### src/rtl/uart_cmd_proc_if.sv
// Command/register/response signal bundle between uart_cmd_proc and its surroundings.
// master: the command processor. slave: UART front end plus register file.
interface uart_cmd_proc_if;
  logic [31:0] cmd_word;
  logic        cmd_valid;
  logic        reg_wr_en;
  logic        reg_rd_en;
  logic [7:0]  reg_addr;
  logic [15:0] reg_wdata;
  logic [15:0] reg_rdata;
  logic        reg_rd_valid;
  logic        tx_full;
  logic [31:0] resp_word;
  logic        resp_en;
  logic        busy;
  logic [7:0]  drop_cnt;

  modport master (
    input  cmd_word, cmd_valid, reg_rdata, reg_rd_valid, tx_full,
    output reg_wr_en, reg_rd_en, reg_addr, reg_wdata, resp_word, resp_en, busy, drop_cnt
  );

  modport slave (
    output cmd_word, cmd_valid, reg_rdata, reg_rd_valid, tx_full,
    input  reg_wr_en, reg_rd_en, reg_addr, reg_wdata, resp_word, resp_en, busy, drop_cnt
  );
endinterface

### src/rtl/uart_cmd_proc.sv
// UART command processor: turns 32-bit command words into single register bus
// transactions and answers each accepted command with exactly one response word.
module uart_cmd_proc #(
  parameter int RD_TIMEOUT = 255
) (
  input  logic            sys_clk,
  input  logic            rst,
  uart_cmd_proc_if.master bus
);

  localparam logic [7:0]  OP_WRITE   = 8'h57;
  localparam logic [7:0]  OP_READ    = 8'h52;
  localparam logic [7:0]  RSP_WR_ACK = 8'h4B;
  localparam logic [7:0]  RSP_RD_DAT = 8'h44;
  localparam logic [7:0]  RSP_ERROR  = 8'h45;
  localparam logic [15:0] ERR_BAD_OP = 16'h0001;
  localparam logic [15:0] ERR_RD_TMO = 16'h0002;
  localparam logic [15:0] TMO_LAST   = 16'(RD_TIMEOUT - 1);

  typedef enum logic [1:0] {IDLE, DECODE, RD_WAIT, RESP} state_t;

  state_t      state, state_nxt;
  logic [7:0]  op;
  logic [7:0]  addr;
  logic [15:0] wdata;
  logic [31:0] resp;
  logic [31:0] resp_nxt;
  logic        resp_load;
  logic [15:0] tmo_cnt;
  logic        tmo_clr;
  logic        tmo_inc;
  logic [7:0]  drops;
  logic        wr_en;
  logic        rd_en;
  logic        resp_pulse;

  // Saturating 8-bit increment: sticks at all-ones instead of wrapping.
  function automatic logic [7:0] sat_inc8(input logic [7:0] val);
    return (val == 8'hFF) ? val : val + 8'd1;
  endfunction

  // State register and command/response/counter registers.
  always_ff @(posedge sys_clk) begin
    if (rst) begin
      state   <= IDLE;
      op      <= 8'h00;
      addr    <= 8'h00;
      wdata   <= 16'h0000;
      resp    <= 32'h0000_0000;
      tmo_cnt <= 16'h0000;
      drops   <= 8'h00;
    end else begin
      state <= state_nxt;
      if (state == IDLE && bus.cmd_valid) begin
        op    <= bus.cmd_word[31:24];
        addr  <= bus.cmd_word[23:16];
        wdata <= bus.cmd_word[15:0];
      end
      if (resp_load) resp <= resp_nxt;
      if (tmo_clr)      tmo_cnt <= 16'h0000;
      else if (tmo_inc) tmo_cnt <= tmo_cnt + 16'd1;
      // Any command arriving outside IDLE, including the response cycle, is lost.
      if (state != IDLE && bus.cmd_valid) drops <= sat_inc8(drops);
    end
  end

  // Next-state decode, bus strobes and response formation.
  always_comb begin
    state_nxt  = state;
    resp_nxt   = resp;
    resp_load  = 1'b0;
    tmo_clr    = 1'b0;
    tmo_inc    = 1'b0;
    wr_en      = 1'b0;
    rd_en      = 1'b0;
    resp_pulse = 1'b0;
    case (state)
      IDLE: begin
        if (bus.cmd_valid) state_nxt = DECODE;
      end
      DECODE: begin
        if (op == OP_WRITE) begin
          wr_en     = 1'b1;
          resp_nxt  = {RSP_WR_ACK, addr, wdata};
          resp_load = 1'b1;
          state_nxt = RESP;
        end else if (op == OP_READ) begin
          rd_en     = 1'b1;
          tmo_clr   = 1'b1;
          state_nxt = RD_WAIT;
        end else begin
          resp_nxt  = {RSP_ERROR, addr, ERR_BAD_OP};
          resp_load = 1'b1;
          state_nxt = RESP;
        end
      end
      RD_WAIT: begin
        // Valid data wins even on the last allowed wait cycle.
        if (bus.reg_rd_valid) begin
          resp_nxt  = {RSP_RD_DAT, addr, bus.reg_rdata};
          resp_load = 1'b1;
          state_nxt = RESP;
        end else if (tmo_cnt == TMO_LAST) begin
          resp_nxt  = {RSP_ERROR, addr, ERR_RD_TMO};
          resp_load = 1'b1;
          state_nxt = RESP;
        end else begin
          tmo_inc = 1'b1;
        end
      end
      RESP: begin
        // Hold the response indefinitely while the transmit FIFO is full.
        if (!bus.tx_full) begin
          resp_pulse = 1'b1;
          state_nxt  = IDLE;
        end
      end
      default: state_nxt = IDLE;
    endcase
  end

  assign bus.reg_wr_en = wr_en;
  assign bus.reg_rd_en = rd_en;
  assign bus.reg_addr  = addr;
  assign bus.reg_wdata = wdata;
  assign bus.resp_word = resp;
  assign bus.resp_en   = resp_pulse;
  assign bus.busy      = (state != IDLE);
  assign bus.drop_cnt  = drops;

endmodule

### src/flat_wrapper.sv
// flat-port wrapper written by rule: the top's interface ports become plain ports
module uart_cmd_proc_flat 
#(
  parameter int RD_TIMEOUT = 255
)
  (sys_clk, rst, bus_cmd_word, bus_cmd_valid, bus_reg_rdata, bus_reg_rd_valid, bus_tx_full, bus_reg_wr_en, bus_reg_rd_en, bus_reg_addr, bus_reg_wdata, bus_resp_word, bus_resp_en, bus_busy, bus_drop_cnt);
  uart_cmd_proc_if bus_i ();
  input  logic sys_clk;
  input  logic rst;
  input wire logic [$bits(bus_i.cmd_word)-1:0] bus_cmd_word;
  input wire logic [$bits(bus_i.cmd_valid)-1:0] bus_cmd_valid;
  input wire logic [$bits(bus_i.reg_rdata)-1:0] bus_reg_rdata;
  input wire logic [$bits(bus_i.reg_rd_valid)-1:0] bus_reg_rd_valid;
  input wire logic [$bits(bus_i.tx_full)-1:0] bus_tx_full;
  output wire logic [$bits(bus_i.reg_wr_en)-1:0] bus_reg_wr_en;
  output wire logic [$bits(bus_i.reg_rd_en)-1:0] bus_reg_rd_en;
  output wire logic [$bits(bus_i.reg_addr)-1:0] bus_reg_addr;
  output wire logic [$bits(bus_i.reg_wdata)-1:0] bus_reg_wdata;
  output wire logic [$bits(bus_i.resp_word)-1:0] bus_resp_word;
  output wire logic [$bits(bus_i.resp_en)-1:0] bus_resp_en;
  output wire logic [$bits(bus_i.busy)-1:0] bus_busy;
  output wire logic [$bits(bus_i.drop_cnt)-1:0] bus_drop_cnt;
  assign bus_i.cmd_word = bus_cmd_word;
  assign bus_i.cmd_valid = bus_cmd_valid;
  assign bus_i.reg_rdata = bus_reg_rdata;
  assign bus_i.reg_rd_valid = bus_reg_rd_valid;
  assign bus_i.tx_full = bus_tx_full;
  assign bus_reg_wr_en = bus_i.reg_wr_en;
  assign bus_reg_rd_en = bus_i.reg_rd_en;
  assign bus_reg_addr = bus_i.reg_addr;
  assign bus_reg_wdata = bus_i.reg_wdata;
  assign bus_resp_word = bus_i.resp_word;
  assign bus_resp_en = bus_i.resp_en;
  assign bus_busy = bus_i.busy;
  assign bus_drop_cnt = bus_i.drop_cnt;
  uart_cmd_proc #(.RD_TIMEOUT(RD_TIMEOUT)) u_core (.sys_clk(sys_clk), .rst(rst), .bus(bus_i));
endmodule
### config.mk
export PLATFORM = sky130hd
export DESIGN_NAME = uart_cmd_proc_flat
export DESIGN_NICKNAME = d
export VERILOG_FILES = /design/src/rtl/uart_cmd_proc_if.sv /design/src/rtl/uart_cmd_proc.sv /design/src/flat_wrapper.sv
export SDC_FILE = /design/constraint.sdc
export NUM_CORES = 1
export LEC_CHECK = 0
export ABC_AREA = 1
export CORE_MARGIN = 3
export CORE_UTILIZATION = 45
export DETAILED_ROUTE_END_ITERATION = 6
export MAX_ROUTING_LAYER = met4
export PLACE_DENSITY = 0.77
export SLEW_MARGIN = 20
export SYNTH_ARGS = -nofsm -noshare
export SYNTH_HDL_FRONTEND = slang
export SYNTH_SLANG_ARGS = --single-unit
export TNS_END_PERCENT = 50
### constraint.sdc
create_clock -name sys_clk -period 1.7 [get_ports sys_clk]
set_input_delay 0.255 -clock sys_clk [delete_from_list [all_inputs] [get_ports sys_clk]]
set_output_delay 0.255 -clock sys_clk [all_outputs]
set_load 0.02 [all_outputs]
==> results.json <==
{
  "synth_area_leaders": "dfxtp_1, nand2_1, nor2_1",
  "grt_use_met3_pct": 4.683,
  "r2r_setup_slack_ns": 0.15,
  "dp_hpwl_mm": 8.129,
  "synth_seq_cells": 86,
  "synthesis.area_um2": 4123,
  "powerDensity_nw_per_um2": 1377,
  "timing.rr.start": "u_core.state[0]",
  "r2r_end": "u_core.bus.resp_word[6]",
  "drt_iter0_markers": 148,
  "n_antenna_cell": 0,
  "vias_per_cell": 4.886,
  "ys.flop_type": "dfxtp_1",
  "clkSinkCount": 86,
  "cts.path.max_buffers": 2,
  "fmax_ghz": 0.6057,
  "grt_use_met1_pct": 26.70,
  "synth_edf_count": 0,
  "hold_violations": 0,
  "drtPass1Iterations": 4,
  "grt_pass1_wl_mm": 17.28,
  "path_class": "reg -> out",
  "hold_depth": 2,
  "top_usage_layer": "met2",
  "die_w_um": 101.7,
  "track_usage_pct": 21.51,
  "crit_fanout": 3,
  "peakVddDrop_mv": 0.8664,
  "ys_async_sr_fraction_pct": 0,
  "reg2reg_depth": 8,
  "clkLatencyLatePin_ns": 0.35,
  "synth_most_common_cell": "nand2_1",
  "setup_ws_ns": 0.04905,
  "postLayoutCoreUtil_pct": 63.73,
  "synth_xor_area_share_pct": 2.974,
  "yosysSeqAreaShare_pct": 41.76,
  "cp_cell_sequence": "clkdlybuf4s50_1",
  "setup-tns-final_ns": 0,
  "port_buffers": 117,
  "cts_tree": "yes",
  "start_kind": "flop",
  "arrival_ns": 1.40,
  "synthCells": 598,
  "io-pin-count": 121,
  "hold_class": "reg -> reg",
  "min_period_over_period_pct": 97.11,
  "layout-drive-gt1-share_pct": 8.078,
  "gp_congestion": 0.8872,
  "dieHeight_um": 101.7,
  "ctsHoldBuffers": 0,
  "min_from": "u_core.bus.resp_word[30]",
  "end_kind": "output port",
  "critPathTopFamily": "buffers and inverters",
  "grt_max_degree": 42,
  "yosysTopAreaCell": "dfxtp_1",
  "status": "finished clean",
  "cts-buffers-inserted": 9,
  "max_cap_violations": 0,
  "cp.buffers_inverters": 1,
  "grt_overflow": 0,
  "routed-via-count": 4036,
  "hold_ws_ns": 0.4506,
  "yosys.area_share.simple_pct": 27.01,
  "grt_pass1_vias": 3794,
  "ant_nets": 0,
  "finalCriticalPeriod_ns": 1.651,
  "start_util_pct": 46.82,
  "slowest_delay_ns": 0.65,
  "synth.top_cells.by_count": "nand2_1, nor2_1, dfxtp_1",
  "crit_slowest_cell": "clkdlybuf4s50_1",
  "nets": 773,
  "pre_cts_ws_ns": 0.03060,
  "synth_compound_area_share_pct": 13.75,
  "synth_top_family_by_area": "simple AND/OR/NAND/NOR gates",
  "antenna_found_initial": 0,
  "required_ns": 1.44,
  "num_rows": 34,
  "drv_slew": 0,
  "htreeDepth": 3,
  "path_clk_slew_ns": 0.09,
  "syn2layout_area_growth_pct": 36.12,
  "core_um2": 8806,
  "synth_cell_type_count": 26,
  "syn_avg_cell_area_um2": 6.894,
  "muxShareOfSynthArea_pct": 0,
  "place_area_um2": 5403,
  "yosys.area_share.adder_pct": 2.124,
  "rsz0062_at_grt": "no",
  "finalClockSkew_ns": 0.01034,
  "die-area_um2": 10350,
  "yosysWarningCount": 0,
  "wl_per_cell_um": 12.97,
  "yosysTopAreaCellShare_pct": 41.76,
  "finalSetupViolCount": 0,
  "p_leak_nw": 2.326,
  "wl_mm": 10.71,
  "use_met2_pct": 35.11,
  "drc": 0,
  "holdPathEnd": "u_core.bus.resp_word[30]",
  "cts_root_buf": "clkbuf_8",
  "final_area_um2": 5612
}
## kinds of logic (layout without fill, tap and decap cells)
group                    after synthesis  after routing
AO/OA/AOI/OAI                        111            111
AND/OR/NAND/NOR                      270            270
XOR/XNOR                              14             14
adder cells (fa/ha/maj)                7              7
buffers and inverters                109            227
other                                  1              3
flip-flops                            86             86
## per-stage QoR
step	cells	power, W
6_report	826	0.007727
4_1_cts	824	0.007728
3_3_place_gp	808	0.006308
5_1_grt	826	0.008237
3_5_place_dp	808	0.006380
2_1_floorplan	600	0.004940
## placed cells by master (no fill, tap or decap), types with 16 or more instances in the layout
master and count:
nand4_1 16, buf_4 21, nand3_1 26, o21ai_0 53, clkdlybuf4s50_1 109, a21oi_1 53, nand2_1 129, inv_1 63
dfxtp_1 84, nor2_1 86
## timing repair
action                                  in CTS  in global routing
pin swaps                                    0                  1
endpoints found under the hold margin        0                  0
buffers inserted                             0                  2
gates resized for setup                     13                 15
endpoints found under the setup margin       6                 27
## registers in the layout (all words and copies together), names as in the netlist
signal,count
u_core.bus.resp_word,28
u_core.bus.reg_wdata,16
u_core.tmo_cnt,16
u_core.bus.drop_cnt,8
u_core.bus.reg_addr,8
u_core.op,8
u_core.state,2
## power breakdown
part           switching, W  internal, W  total (W)
logic               0.00201      0.00152    0.00353
clock network      0.000786     0.000558    0.00134
registers          0.000320      0.00253    0.00285
total               0.00311      0.00461    0.00773
## metal layers
layer | vias up | part of all wire, %
li1 | 2103 | -
met1 | 1820 | 46
met2 | 104 | 48
met3 | 9 | 5.7
met4 | 0 | 1.1
met5 | - | 0
## area by class of cell
| class | instances | area [um2] |
|---|---|---|
| Tap cell | 108 | 135.1 |
| Clock inverter | 6 | 52.55 |
| Sequential cell | 86 | 1724 |
| Multi-Input combinational cell | 405 | 1919 |
| Inverter | 68 | 259.0 |
| Fill cell | 764 | 3194 |
| Clock buffer | 10 | 127.6 |
| Timing Repair Buffer | 143 | 1394 |
## worst max path at each step
| stage | from | to | slack (ns) | cells after the start |
|---|---|---|---|---|
| final | u_core.bus.resp_word[27] | bus_resp_word[25] | 0.05 | 1 |
| after global routing | u_core.bus.drop_cnt[7] | bus_drop_cnt[7] | 0.003 | 1 |
| after CTS | u_core.state[0] | bus_busy | -0.01 | 4 |
| after detailed placement | u_core.state[0] | bus_busy | 0.03 | 4 |
| after global placement | u_core.op[5] | bus_reg_wr_en | 0.04 | 6 |
| after floorplan | u_core.state[0] | u_core.bus.resp_word[10] | 0.16 | 10 |
No activity file was read; power rests on OpenSTA's default activity.
